File: src/rtl/alu_pkg.sv
// alu_pkg: shared op and state encodings for the serial ALU
package alu_pkg;
    localparam logic [2:0] OP_ADD = 3'b000;
    localparam logic [2:0] OP_SUB = 3'b001;
    localparam logic [2:0] OP_AND = 3'b010;
    localparam logic [2:0] OP_OR  = 3'b011;
    localparam logic [2:0] OP_NOR = 3'b100;
    localparam logic [2:0] OP_XOR = 3'b101;
    typedef enum logic [1:0] {S_IDLE, S_SHIFT, S_DONE} state_t;
endpackage

File: src/rtl/alu_slice_1bit.sv
// alu_slice_1bit: one-bit full-adder/logic slice reused each cycle by the serial ALU
module alu_slice_1bit
    import alu_pkg::*;
(
    input  logic       ai,
    input  logic       bi,
    input  logic       cin,
    input  logic [2:0] op,
    output logic       r,
    output logic       cout
);
    logic arith;
    always_comb begin
        arith = (op == OP_ADD) || (op == OP_SUB);
        r = arith           ? ai ^ bi ^ cin :
            (op == OP_AND)  ? ai & bi :
            (op == OP_OR)   ? ai | bi :
            (op == OP_NOR)  ? ~(ai | bi) :
            (op == OP_XOR)  ? ai ^ bi : 1'b0;
        cout = arith ? (ai & bi) | (ai & cin) | (bi & cin) : cin;
    end
endmodule

File: src/rtl/serial_alu.sv
// serial_alu: bit-serial ALU processing WIDTH-bit operands LSB first with a start/done handshake
module serial_alu
    import alu_pkg::*;
#(
    parameter int WIDTH = 8
) (
    input  logic             clk,
    input  logic             rst,
    input  logic             start,
    input  logic [2:0]       op,
    input  logic [WIDTH-1:0] a,
    input  logic [WIDTH-1:0] b,
    output logic             busy,
    output logic             done,
    output logic [WIDTH-1:0] result,
    output logic             carry_out,
    output logic             zero
);
    localparam int CW = $clog2(WIDTH);
    localparam logic [CW-1:0] LAST = CW'(WIDTH - 1);
    state_t state, nxt;
    logic [WIDTH-1:0] shreg_a, shreg_b, acc;
    logic [2:0] op_q;
    logic [CW-1:0] cnt;
    logic c, nonzero, ai, bi, r, cout, arith;
    alu_slice_1bit u_slice (.ai(ai), .bi(bi), .cin(c), .op(op_q), .r(r), .cout(cout));
    always_comb begin
        ai = shreg_a[0];
        bi = shreg_b[0] ^ (op_q == OP_SUB);
        arith = (op_q == OP_ADD) || (op_q == OP_SUB);
        busy = state == S_SHIFT;
        done = state == S_DONE;
        nxt = (state == S_IDLE)  ? (start ? S_SHIFT : S_IDLE) :
              (state == S_SHIFT) ? ((cnt == LAST) ? S_DONE : S_SHIFT) : S_IDLE;
    end
    always_ff @(posedge clk or posedge rst)
        if (rst) state <= S_IDLE;
        else state <= nxt;
    // result/zero/carry_out update only on the edge that enters DONE, folding in the last slice output
    always_ff @(posedge clk or posedge rst) begin
        if (rst) begin
            shreg_a <= '0;
            shreg_b <= '0;
            acc <= '0;
            op_q <= OP_ADD;
            cnt <= '0;
            c <= 1'b0;
            nonzero <= 1'b0;
            result <= '0;
            carry_out <= 1'b0;
            zero <= 1'b1;
        end else if (state == S_IDLE && start) begin
            shreg_a <= a;
            shreg_b <= b;
            op_q <= op;
            cnt <= '0;
            nonzero <= 1'b0;
            c <= (op == OP_SUB);
        end else if (state == S_SHIFT) begin
            shreg_a <= shreg_a >> 1;
            shreg_b <= shreg_b >> 1;
            acc <= {r, acc[WIDTH-1:1]};
            nonzero <= nonzero | r;
            c <= cout;
            cnt <= cnt + 1'b1;
            if (cnt == LAST) begin
                result <= {r, acc[WIDTH-1:1]};
                zero <= ~(nonzero | r);
                carry_out <= arith & cout;
            end
        end
    end
endmodule

File: config.mk
export PLATFORM = sky130hd
export DESIGN_NAME = serial_alu
export DESIGN_NICKNAME = d
export VERILOG_FILES = /design/src/rtl/alu_pkg.sv /design/src/rtl/alu_slice_1bit.sv /design/src/rtl/serial_alu.sv
export SDC_FILE = /design/constraint.sdc
export NUM_CORES = 1
export LEC_CHECK = 0
export CELL_PAD_IN_SITES_DETAIL_PLACEMENT = 1
export CELL_PAD_IN_SITES_GLOBAL_PLACEMENT = 1
export CORE_ASPECT_RATIO = 1.75
export CORE_MARGIN = 2
export CORE_UTILIZATION = 44
export DETAILED_ROUTE_END_ITERATION = 7
export PLACE_DENSITY_LB_ADDON = 0.1
export SETUP_SLACK_MARGIN = 0.5
export SKIP_CTS_REPAIR_TIMING = 1
export SYNTH_ARGS = -nofsm -noshare
export SYNTH_HDL_FRONTEND = slang
export SYNTH_HIERARCHICAL = 1
export SYNTH_SLANG_ARGS = --single-unit
File: constraint.sdc
create_clock -name clk -period 3.98 [get_ports clk]
set_clock_uncertainty 0.05 [all_clocks]
set_input_delay 1.194 -clock clk [delete_from_list [all_inputs] [get_ports clk]]
set_output_delay 1.194 -clock clk [all_outputs]
set_load 0.05 [all_outputs]
==> results.md <==
* Launch point of the worst hold path: nonzero$_DFFE_PP0P_
* Cell count after synthesis at 183
* I/O pin total at 34
* RSZ-0062 raised after global routing: no
* # setup viols final at 0
* Most frequent cells after synthesis: dfrtp_1, nand2_1, a22oi_1
* Switch Pwr at 0.000797 W
* Comb pwr share at 46.7%
* Hold Path Stages at 1
* Root buffer selected by CTS: clkbuf_8
* Worst r2r src: op_q[2]$_DFFE_PP0P_
* Critical path endpoint category: output pin
* Clock share of power at 13.8%
* Power density cells at 789 nW/µm²
* Antenna Nets Post-Route at 0
* Area grow syn2layout at 22.1%
* Hold slack at 0.420 ns
* Final Hold Vio Count at 0
* Diodes inserted at 0
* Tot GR Track Use at 20.1%
* Vias in the first global route at 1587
* Synthesized Nets at 210
* Asr flop ratio synth at 100%
* Final net count at 244
* Worst skew pair latency at 0.29 ns
* Filler cell count at 490
* Startpoint Class: flip-flop
* CTS max path bufs at 2
* Lkg Pwr at 1.09 nW
* Synthesized area per cell at 10.8 µm²
* Multi-input logic area at 820 µm²
* Initial cell density of the core at 45.4%
* Top-area cell type share of the netlist area at 53.0%
* Synth top area cells: dfrtp_1, nand2_1, a22oi_1, mux2_2, mux2_4
* Residual DRC at 0
* Area of the mapped netlist at 1980 µm²
* Sequential share of the synthesized area at 54.3%
* Largest fanout on the critical path at 13
* Worst slew margin relative to its limit at 34.4%
* Final min period at 3.33 ns
* Worst EP arrival at 2.08 ns
* PortBufs at 33
* Worst slack, placed at 0.947 ns
* Synth area leader: dfrtp_1
* Most used DFF post-synth: dfrtp_1
* PnR worst setup slack at 0.653 ns
* Die W at 54.8 µm
* Fraction of layout cells with a size suffix above 1 at 12.4%
* FF+latch count, synth at 43
* R2R depth at 10
* Largest net degree at the start of global routing at 44
* Max Clock Freq at 0.301 GHz
* Die Height at 92.8 µm
* Int Power at 0.00111 W
* CTS tree: yes
* GPL Wtd Cong at 0.782
* GRT overflow at 0
* Initial antenna violation count at 0
* Register-to-register setup slack at 1.03 ns
* 1st-iter DRT viols at 21
* Worst Tran Pin Value at 0.981 ns
* Vias at 1456
* RR Endpoint: nonzero$_DFFE_PP0P_
* Count of cell types in the netlist at 32
* Worst endpoint required time at 2.74 ns
* Drt wl/cell at 16.4 µm
* Type of the most critical hold path: reg -> reg
* DRT Wirelength at 4420 µm
* Worst hold endpoint: zero$_DFFE_PP1P_
* Vias per Instance at 5.41
* Clk sinks at 43
* WS Path Type: reg -> out
* Max-cap violation count at 0
* EDFF count, synth at 0
* Net Sw Frac at 41.7%
* Fin. max-slew vios at 0
* FF/Latch Area at 1080 µm²
* Sequential share of power at 39.6%
* Final Cycle Share at 83.6%
* Clock Pin Slew Worst Setup and Hold Paths at 0.08 ns
* # rows at 32
* Peak VDD IR at 0.408 mV
* Setup tns final at 0 ns
* Core area at 4360 µm²
* YS warnings at 6
* Most common cell in the netlist: dfrtp_1
* First-pass GRT wire length at 7330 µm
* Hpwl dp at 3380 µm
* Cts bufs inserted at 5
* Initial DRT Pass Iterations at 4
* Outcome: finished, final reports clean
* H-tree depth at 2
* Die Area at 5080 µm²
state kept, by name, indices dropped and copies added, names as in the netlist, 2 cells and up:
signal   count
op_q         3
shreg_a      8
cnt          3
result       8
shreg_b      8
acc          7
state        2
through the flow:
| stage | cell area [µm²] | power (W) | instances | util [%] |
|---|---|---|---|---|
| 2_1_floorplan | 1980 | 0.00139 | 183 | - |
| 3_3_place_gp | 2340 | 0.00160 | 261 | 53.6 |
| 3_5_place_dp | 2340 | 0.00167 | 261 | 53.6 |
| 4_1_cts | 2420 | 0.00194 | 269 | 55.5 |
| 5_1_grt | 2420 | 0.00206 | 269 | 55.5 |
| 6_report | 2420 | 0.00191 | 269 | 55.5 |
worst max-delay path by stage:
stage	start	slack, ns	cells past startpoint	endpoint
final	state[1]$_DFF_PP0_	0.65	3	busy
after global routing	state[1]$_DFF_PP0_	0.52	3	busy
after CTS	state[1]$_DFF_PP0_	0.62	3	busy
after detailed placement	start	0.95	4	shreg_a[6]$_DFFE_PP0P_
after global placement	state[1]$_DFF_PP0_	0.98	3	busy
after floorplan	state[0]$_DFF_PP0_	1.26	3	done
layout by cell type, fill, tap and decap left out, types with 2 or more instances in the layout:
cell	instances
a21oi_1	5
a22o_1	3
a22oi_1	14
buf_4	3
clkbuf_1	2
clkbuf_8	5
clkdlybuf4s50_1	33
dfrtp_1	42
ha_1	4
inv_1	6
mux2_2	7
mux2_4	5
nand2_1	39
nor2_1	5
nor2b_1	8
nor3_1	2
o21ai_0	10
o21ai_1	10
cell families (layout without fill, tap and decap cells):
group | count (synthesis) | in the layout | share of synthesized area (%)
buffers and inverters | 16 | 51 | 4.35
multiplexers | 12 | 12 | 7.76
AND/OR/NAND/NOR | 59 | 59 | 14.1
adder cells (fa/ha/maj) | 5 | 5 | 3.53
AO/OA/AOI/OAI | 47 | 47 | 15.5
flip-flops | 43 | 43 | 54.3
XOR/XNOR | 1 | 1 | 0.442
critical path: stages (launching register included):
cell and delay, ns:
dfrtp_1 0.38, nand2b_1 0.30, inv_2 0.26, clkdlybuf4s50_1 0.85
layer usage:
layer  global-route usage (%)  wire length (µm)
met1                     20.9              1590
met2                     37.0              2640
met3                     4.35               120
met4                     6.88                67
met5                        0                 0
power by group through the flow:
| stage | registers (W) | clock network [W] | logic (W) |
|---|---|---|---|
| 6_report | 0.000755 | 0.000263 | 0.000891 |
| 5_1_grt | 0.000785 | 0.000294 | 0.000983 |
| 4_1_cts | 0.000758 | 0.000277 | 0.000908 |
| 3_5_place_dp | 0.000769 | 0 | 0.000903 |
| 3_3_place_gp | 0.000752 | 0 | 0.000853 |
| 2_1_floorplan | 0.000885 | 0 | 0.000510 |
final cells by class:
class	instances	area share (%)
Clock inverter	1	0.207
Timing Repair Buffer	36	14.6
Sequential cell	43	44.5
Clock buffer	7	3.15
Multi-Input combinational cell	124	33.9
Tap cell	51	2.64
Inverter	7	1.09
Note: power is estimated with default switching activity, not from simulation.
